[config.mk]
export PLATFORM = sky130hd
export DESIGN_NAME = issue_scoreboard
export DESIGN_NICKNAME = d
export VERILOG_FILES = /design/src/rtl/issue_scoreboard_pkg.sv /design/src/rtl/issue_scoreboard_lat_counter.sv /design/src/rtl/issue_scoreboard.sv
export SDC_FILE = /design/constraint.sdc
export NUM_CORES = 1
export LEC_CHECK = 0
export ABC_AREA = 1
export BUFFER_PORTS_ARGS = -buffer_cell sky130_fd_sc_hd__buf_2
export CELL_PAD_IN_SITES_DETAIL_PLACEMENT = 1
export CELL_PAD_IN_SITES_GLOBAL_PLACEMENT = 1
export CORE_AREA = 2 2 242 244
export CTS_BUF_LIST = sky130_fd_sc_hd__clkbuf_16
export CTS_CLUSTER_SIZE = 10
export DETAILED_ROUTE_END_ITERATION = 16
export DIE_AREA = 0 0 244 246
export PLACE_DENSITY = 0.94
export SETUP_SLACK_MARGIN = 0.15
export SYNTH_ARGS = -nofsm -noshare
export SYNTH_HDL_FRONTEND = slang
export SYNTH_HIERARCHICAL = 1
export SYNTH_SLANG_ARGS = --single-unit
[constraint.sdc]
create_clock -name clk -period 9.72 [get_ports clk]
set_input_delay 0.972 -clock clk [delete_from_list [all_inputs] [get_ports clk]]
set_output_delay 0.972 -clock clk [all_outputs]
set_load 0.03 [all_outputs]
[src/rtl/issue_scoreboard_pkg.sv]
// Shared decode/issue constants: register tags, write-class encodings and
// the result latencies used by decode when it computes wait_time.
package issue_scoreboard_pkg;

   localparam int NREG    = 64;
   localparam int WT_W    = 5;
   localparam int FWD_LAT = 1;

   // Tag layout is {is_fpr, idx[4:0]}; tag 0 is GPR0, which is hardwired to zero.
   typedef logic [5:0] reg_tag_t;

   typedef enum logic [1:0] {
      RW_NONE = 2'b00,
      RW_GPR  = 2'b01,
      RW_FPR  = 2'b10,
      RW_RSVD = 2'b11
   } rw_class_e;

   localparam logic [WT_W-1:0] LAT_LW   = 5'd4;
   localparam logic [WT_W-1:0] LAT_FADD = 5'd4;
   localparam logic [WT_W-1:0] LAT_FMUL = 5'd6;
   localparam logic [WT_W-1:0] LAT_MULT = 5'd5;
   localparam logic [WT_W-1:0] LAT_LONG = 5'd31;

   function automatic reg_tag_t make_tag(input logic is_fpr, input logic [4:0] idx);
      return {is_fpr, idx};
   endfunction

endpackage

[src/rtl/issue_scoreboard_lat_counter.sv]
// Load / decrement-to-zero latency counter with a registered-value
// "greater than threshold" flag used for the hazard checks.
module lat_counter #(
   parameter int WT_W   = 5,
   parameter int THRESH = 1
) (
   input  logic            clk,
   input  logic            rstn,
   input  logic            load,
   input  logic [WT_W-1:0] load_val,
   output logic [WT_W-1:0] cnt,
   output logic            gt
);

   // A new load always wins over the running decrement.
   always_ff @(posedge clk or negedge rstn) begin
      if (!rstn) begin
         cnt <= '0;
      end else if (load) begin
         cnt <= load_val;
      end else if (cnt != '0) begin
         cnt <= cnt - 1'b1;
      end
   end

   assign gt = (cnt > WT_W'(THRESH));

endmodule

[src/rtl/issue_scoreboard.sv]
// Pending-write scoreboard between decode and execute: one latency counter
// per register tag plus one for the shared long-latency unit, and the stall.
module issue_scoreboard
   import issue_scoreboard_pkg::*;
(
   input  logic            clk,
   input  logic            rstn,
   input  logic            issue_valid,
   input  logic [5:0]      rs,
   input  logic            rs_used,
   input  logic [5:0]      rt,
   input  logic            rt_used,
   input  logic [1:0]      rw,
   input  logic [4:0]      rd,
   input  logic [4:0]      wait_time,
   input  logic            long_op,
   output logic            stall,
   output logic [NREG-1:0] busy_mask,
   output logic            long_busy,
   output logic [31:0]     stall_cycles
);

   localparam int NCNT     = NREG + 1;
   localparam int LONG_IDX = NREG;

   reg_tag_t        dest;
   logic            write_tracked;
   logic            fire;
   logic            raw_hazard;
   logic            waw_hazard;
   logic            struct_hazard;
   logic [WT_W-1:0] load_val;
   logic [NCNT-1:0] load;
   logic [NCNT-1:0] gt;
   logic [WT_W-1:0] cnt [NCNT];

   // Counters hold the cycles remaining after the issue cycle, so a producer
   // of latency W is loaded with W-1 and a consumer can fire W-FWD_LAT later.
   always_comb begin
      dest          = make_tag(rw == RW_FPR, rd);
      write_tracked = ((rw == RW_GPR) || (rw == RW_FPR)) && (dest != '0) && (wait_time != '0);
      load_val      = (wait_time == '0) ? '0 : wait_time - 1'b1;
   end

   always_comb begin
      raw_hazard    = (rs_used && (rs != '0) && gt[{1'b0, rs}]) ||
                      (rt_used && (rt != '0) && gt[{1'b0, rt}]);
      waw_hazard    = write_tracked && (cnt[{1'b0, dest}] > wait_time);
      struct_hazard = long_op && gt[LONG_IDX];
      stall         = issue_valid && (raw_hazard || waw_hazard || struct_hazard);
      fire          = issue_valid && !stall;
   end

   always_comb begin
      load = '0;
      if (fire && write_tracked) begin
         load[{1'b0, dest}] = 1'b1;
      end
      if (fire && long_op) begin
         load[LONG_IDX] = 1'b1;
      end
   end

   // Entries 0..NREG-1 are register tags; the last entry is the long unit.
   for (genvar r = 0; r < NCNT; r++) begin : g_cnt
      lat_counter #(
         .WT_W   (WT_W),
         .THRESH ((r == LONG_IDX) ? 1 : FWD_LAT)
      ) u_cnt (
         .clk      (clk),
         .rstn     (rstn),
         .load     (load[r]),
         .load_val (load_val),
         .cnt      (cnt[r]),
         .gt       (gt[r])
      );
   end

   always_comb begin
      busy_mask = '0;
      for (int r = 0; r < NREG; r++) begin
         busy_mask[r] = (cnt[r] != '0);
      end
      long_busy = gt[LONG_IDX];
   end

   always_ff @(posedge clk or negedge rstn) begin
      if (!rstn) begin
         stall_cycles <= '0;
      end else if (stall && (stall_cycles != '1)) begin
         stall_cycles <= stall_cycles + 32'd1;
      end
   end

endmodule

# Word level (Yosys, flattened, before mapping)
# Cells that the tools add are included.
# word_totals
reg_bits	357
input_bits	30
out_inout_bits	98
wordCells	504
# classes
n_addsub	67
n_lt_le_gt_ge	71
eq_ne	3
mux	142
bitwise_logic	1
reduce_logical	154
# op_table
op	count
two-way mux 5 bit	133
nonzero test 5 bit	66
subtractor 5 x 1 -> 5 bit (second input constant)	66
greater-than comparator 5 x 1 -> 1 bit (second input constant)	65
nonzero test 2 bit	65
two-way mux 64 bit	1
binary-select mux 5 bit (select 7 bit)	1
adder 32 x 1 -> 32 bit (second input constant)	1
inequality test 32 bit (second input constant)	1
less-than comparator 6 x 8 -> 1 bit (second input constant)	3
nonzero test 6 bit	3
logical AND 1 bit	14
binary-select mux 1 bit (select 6 bit)	2
>= comparator 8 bit (second input constant)	1
inverter 6 -> 8 bit	1
demux 1 bit (select 6 bit)	1
>= comparator 6 x 1 -> 1 bit (second input constant)	1
greater-than comparator 5 bit	1
logical NOT 5 bit	1
logical OR 1 bit	4
two-way mux 1 bit	4
equality test 2 x 1 -> 1 bit (second input constant)	1
equality test 2 bit (second input constant)	1
logical NOT 1 bit	1

# Longest topological paths before layout
# depth
depth_word	15
ltp_mapped	29
depth_no_buf	28

# Hierarchy
# Netlist, hierarchy kept.
# by_module_without_submodules
mod	instances	cells_per_inst	area_each_um2	seq_area_each_um2
lat_counter	65	41	315.3	125.1
issue_scoreboard	1	1441	7362.1	800.8

# Worst setup path after synthesis
# Ideal clock, no wire load.
# synth_path
path_type	input port to flip-flop
startpoint	input port wait_time[0]
endpoint	register g_cnt[10].u_cnt.cnt[3]
setup_ns	0.080
t_arrival_ns	4.826
required_ns	9.640
setup_slack_ns	4.815
cell_stages	9
n_path_buf	0
path_cell_list	inv_1 > ha_1 > inv_1 > nor2_1 > nand2_1 > nor2_1 > nor3_1 > nand2_1 > nand2_1
# synth_via
elab_cells_between_ends	16
classes_between	add/sub: 1; order compare: 1; mux: 3; reduce/logical: 11
# synth_rtl
item	line_no	rtl
start: declaration	issue_scoreboard.sv:15	input logic [4:0] wait_time,
subtractor 5 x 1 -> 5 bit or logical NOT 5 bit (tied branches)	issue_scoreboard.sv:42	load_val = (wait_time == '0) ? '0 : wait_time - 1'b1;
two-way mux 5 bit (*)	issue_scoreboard.sv:42	
via load_val[3]	issue_scoreboard.sv:32	logic [WT_W-1:0] load_val;
two-way mux 5 bit (*)	issue_scoreboard_lat_counter.sv:19	end else if (load) begin
end signal: assignment	issue_scoreboard_lat_counter.sv:20	cnt <= load_val;
end signal: assignment	issue_scoreboard_lat_counter.sv:22	cnt <= cnt - 1'b1;
end: declaration	issue_scoreboard_lat_counter.sv:11	output logic [WT_W-1:0] cnt,
# The timed path passes the listed nets; every way through them passes the cells marked *.
# A chain may end at the register's enable or synchronous reset.

# Worst setup path after layout
# layout_path
startpoint	input port rd[0]
endpoint	register g_cnt[17].u_cnt.cnt[3]
# layout_via
elab_chain_len	14
elab_cells_between_ends	23
classes_between	order compare: 3; mux: 7; bitwise: 1; reduce/logical: 12
# layout_rtl
item	line_no	rtl
start: declaration	issue_scoreboard.sv:14	input logic [4:0] rd,
inverter 6 -> 8 bit (implied by the code)	issue_scoreboard.sv:48	waw_hazard = write_tracked && (cnt[{1'b0, dest}] > wait_time);
binary-select mux 5 bit (select 7 bit)	issue_scoreboard.sv:48	
two-way mux 5 bit (implied by the code) (2 in a row)	issue_scoreboard.sv:48	
greater-than comparator 5 bit	issue_scoreboard.sv:48	
logical AND 1 bit	issue_scoreboard.sv:48	
logical OR 1 bit (2 in a row)	issue_scoreboard.sv:50	stall = issue_valid && (raw_hazard || waw_hazard || struct_hazard);
logical AND 1 bit	issue_scoreboard.sv:50	
logical NOT 1 bit	issue_scoreboard.sv:51	fire = issue_valid && !stall;
logical AND 1 bit	issue_scoreboard.sv:51	
logical AND 1 bit	issue_scoreboard.sv:56	if (fire && write_tracked) begin
two-way mux 64 bit (*)	issue_scoreboard.sv:56	
via load[17]	issue_scoreboard.sv:33	logic [NCNT-1:0] load;
two-way mux 5 bit or nonzero test 2 bit (tied branches)	n/a	
end signal: assignment	issue_scoreboard_lat_counter.sv:20	
end signal: assignment	issue_scoreboard_lat_counter.sv:22	
end: declaration	issue_scoreboard_lat_counter.sv:11	
# The timed path passes the listed nets; every way through them passes the cells marked *. The select of a mux whose other input is x is not followed.

==> qor.tcl <==
set qor(status) {completed}
set qor(syn_inst) 4106
set qor(final_net_count) 4423
set qor(synth_edf_count) 0
set qor(vias) 30410
set qor(postCtsSetupBuffers) 0
set qor(placement.io_buffers) 127
set qor(largest_net_degree_at_the_start_of_global_routing) 130
set qor(largest_family_of_logic_cells_by_synthesized_area) {simple AND/OR/NAND/NOR gates}
set qor(layout.cells.most_common_list) {sky130_fd_sc_hd__nand2_1, sky130_fd_sc_hd__inv_1, sky130_fd_sc_hd__dfrtp_1}
set qor(timing.critical_path.mode_cell) {sky130_fd_sc_hd__nand2_1}
set qor(postSynthAreaPerCell_um2) 6.784
set qor(fin_setup_tns_ns) 0
set qor(viasPerCell) 6.020
set qor(rows) 88
set qor(floorplan.die_area_um2) 60020
set qor(setup-violations-final) 0
set qor(initialDrtViolationCount) 2677
set qor(routed_wire_length_per_instance_um) 22.03
set qor(crit_path_max_incr_delay_ns) 1.13
set qor(layout-area-overhead-vs-synth_pct) 10.38
set qor(synth.mux.area_fraction) 0
set qor(top_post_synthesis_cells_by_area) {sky130_fd_sc_hd__dfrtp_1, sky130_fd_sc_hd__nand2_1, sky130_fd_sc_hd__inv_1, sky130_fd_sc_hd__ha_1, sky130_fd_sc_hd__nand3_1}
set qor(top_reg_cell_synth) {sky130_fd_sc_hd__dfrtp_1}
set qor(area.sequential_um2) 8934
set qor(synthSimpleGateAreaFrac) 0.3867
set qor(worstSkewPairLatency_ns) 0.60
set qor(cts_root_buffer) {sky130_fd_sc_hd__clkbuf_16}
set qor(clock_tree.buffer_depth) 3
set qor(fin_area_um2) 30750
set qor(initial_core_util) 0.4856
set qor(timing_worst_slew_pin_value_ns) 1.358
set qor(cts_htree_levels) 2
set qor(ys_seq_area_frac) 0.3207
set qor(cts-resized-gates) 0
set qor(maxCapViolations) 0
set qor(skew_ns) 0.03077
set qor(worst_slew_margin_rel) 0.09191
set qor(final.fill_count) 7666
set qor(ctsHoldBuffers) 0
set qor(cts_sinks) 357
set qor(multiInputGateArea_um2) 16650
set qor(core_region_area_um2) 57370
set qor(clock_transition_at_the_registers_of_the_reported_paths_ns) 0.06
set qor(die_width_um) 244
set qor(peakVddDrop_mv) 0.1491
set qor(crit-reg2reg-launch) {g_cnt[3].u_cnt/cnt[3]$_DFFE_PN0P_}
set qor(groute.usage.overall) 0.3634
set qor(worst_hold_slack_ns) 0.3867
set qor(timing.hold.worst.class) {in2async}
set qor(most_common_library_cell_in_the_layout_ignoring_fill_and_taps) {sky130_fd_sc_hd__nand2_1}
set qor(total_leakage_power_nw) 14.78
set qor(firstDrtPassIters) 8
set qor(tritoncts.num_buffers) 45
set qor(synth-compound-area-share) 0.1206
set qor(post-route-drc-count) 0
set qor(cts_tree) {yes}
set qor(design.portCount) 128
set qor(drt.antenna.violating_nets) 0
set qor(synth_largest_area_cell) {sky130_fd_sc_hd__dfrtp_1}
set qor(critPathMaxFanout) 25
set qor(fraction_of_final_layout_cells_with_drive_strength_greater_than_1) 0.09622
set qor(synthAdderAreaFrac) 0.06198
set qor(cp.arrival_ns) 8.07
set qor(critical_path.startpoint_type) {input port}
set qor(yosysUniqueCellTypes) 42
set qor(crit_path_start) {rd[0]}
set qor(route.final.wire_length_mm) 111.3
set qor(layout_worst_path_cycle_share) 0.7830
set qor(number_of_flip_flops_and_latches_in_the_synthesized_netlist) 357
set qor(synth_area_um2) 27860
set qor(fraction_of_synthesis_flops_using_an_asynchronous_set_or_reset_pin) 1.000
set qor(timing_worst_setup_path_type) {in2reg}
set qor(synth_top_area_share) 0.3207
set qor(clock.fmax_mhz) 131.4
set qor(setup.worst_path.end_class) {flop}
set qor(area_after_dpl_um2) 29470
set qor(powerDensity_nw_per_um2) 316.9
set qor(antenna_found_initial) 6
set qor(detailedPlace.worstSlack_ns) 2.075
set qor(grt_pass1_wl_mm) 172.7
set qor(slew_violations) 0
set qor(hold_viol_final) 0
set qor(globalplace.congestion) 0.9737
set qor(setup_ws_ns) 2.109
set qor(ys.warnings.count) 6
set qor(finalCriticalPeriod_ns) 7.611
set qor(globalRoute.totalOverflow) 0
set qor(critPathRequiredTime_ns) 10.18
set qor(synth_xor_area_frac) 0.02672
set qor(cpMaxStageDelayCell) {sky130_fd_sc_hd__clkinv_1}
set qor(final_core_utilization) 0.5360
set qor(placed_wire_length_estimate_mm) 77.32
set qor(grt_setup_unrepaired) {no}
set qor(first_global_vias) 31020
set qor(dieHeight_um) 246
==> per-stage QoR <==
step / total power [W] / instances
5_1_grt: 0.01045 / 5047
3_5_place_dp: 0.007994 / 4973
4_1_cts: 0.009644 / 5047
3_3_place_gp: 0.007644 / 4973
2_1_floorplan: 0.006451 / 4113
6_report: 0.009742 / 5051
==> kinds of logic after synthesis <==
kind of cell,Yosys count
simple gates,2347
buf+inv,610
compound gates,568
flops,357
fa+ha+maj,138
xor+xnor,85
other cells,1
==> sequential cells by signal (all words and copies together) (netlist names) <==
register	flops
g_cnt.u_cnt/cnt	325
stall_cycles	32
==> critical path, delay by kind of cell <==
kind / cells / cell delay (ns)
AO/OA/AOI/OAI: 3 / 0.82
adder cells (fa/ha/maj): 1 / 0.31
buffers and inverters: 7 / 1.96
AND/OR/NAND/NOR: 18 / 3.97
==> per-layer routing <==
metal	vias to the layer above	part of all wire	GRT usage
met1	14880	0.39	0.4431
met4	6	0.074	0.2410
met2	1344	0.46	0.5916
met5	-	0.00032	0
li1	13720	-	-
met3	456	0.081	0.06296
==> final timing paths <==
kind | end | slack, ns | cells after the start
setup / recovery | g_cnt[17].u_cnt/cnt[3]$_DFFE_PN0P_ | 2.11 | 29
hold / removal | g_cnt[48].u_cnt/cnt[1]$_DFFE_PN0P_ | 0.39 | 1
setup reg to reg | g_cnt[17].u_cnt/cnt[3]$_DFFE_PN0P_ | 4.12 | 25
hold reg to reg | stall_cycles[25]$_DFFE_PN0P_ | 0.52 | 2
max in group asynchronous | g_cnt[2].u_cnt/cnt[2]$_DFFE_PN0P_ | 7.14 | 3
min in group clk | stall_cycles[25]$_DFFE_PN0P_ | 0.52 | 2
==> cell type report <==
cell class	instances	area share
Antenna cell	4	0.0003255
Clock buffer	45	0.03662
Clock inverter	29	0.004680
Inverter	552	0.06747
Multi-Input combinational cell	3146	0.5415
Sequential cell	357	0.2906
Tap cell	765	0.03113
Timing Repair Buffer	153	0.02775
==> cells in the mapped netlist (25+ instances only) <==
cell and n:
sky130_fd_sc_hd__nor2_4 65, sky130_fd_sc_hd__nand2_1 1395, sky130_fd_sc_hd__xnor2_1 69, sky130_fd_sc_hd__nand3_1 272, sky130_fd_sc_hd__nor2_1 330, sky130_fd_sc_hd__dfrtp_1 357
sky130_fd_sc_hd__o211ai_1 78, sky130_fd_sc_hd__inv_1 479, sky130_fd_sc_hd__a21oi_1 25, sky130_fd_sc_hd__nand4_1 73, sky130_fd_sc_hd__nor3_1 62, sky130_fd_sc_hd__o21ai_1 195
sky130_fd_sc_hd__inv_2 68, sky130_fd_sc_hd__nand4_2 65, sky130_fd_sc_hd__nand3b_1 66, sky130_fd_sc_hd__ha_1 138, sky130_fd_sc_hd__a22oi_1 34, sky130_fd_sc_hd__o21ai_0 158
sky130_fd_sc_hd__clkbuf_1 33
==> where the power goes <==
part | total, W | switching (W) | internal [W]
clock network | 0.00152 | 0.000687 | 0.000832
registers | 0.00311 | 0.00103 | 0.00208
logic | 0.00512 | 0.00329 | 0.00182
No activity file was read; power rests on OpenSTA's default activity.
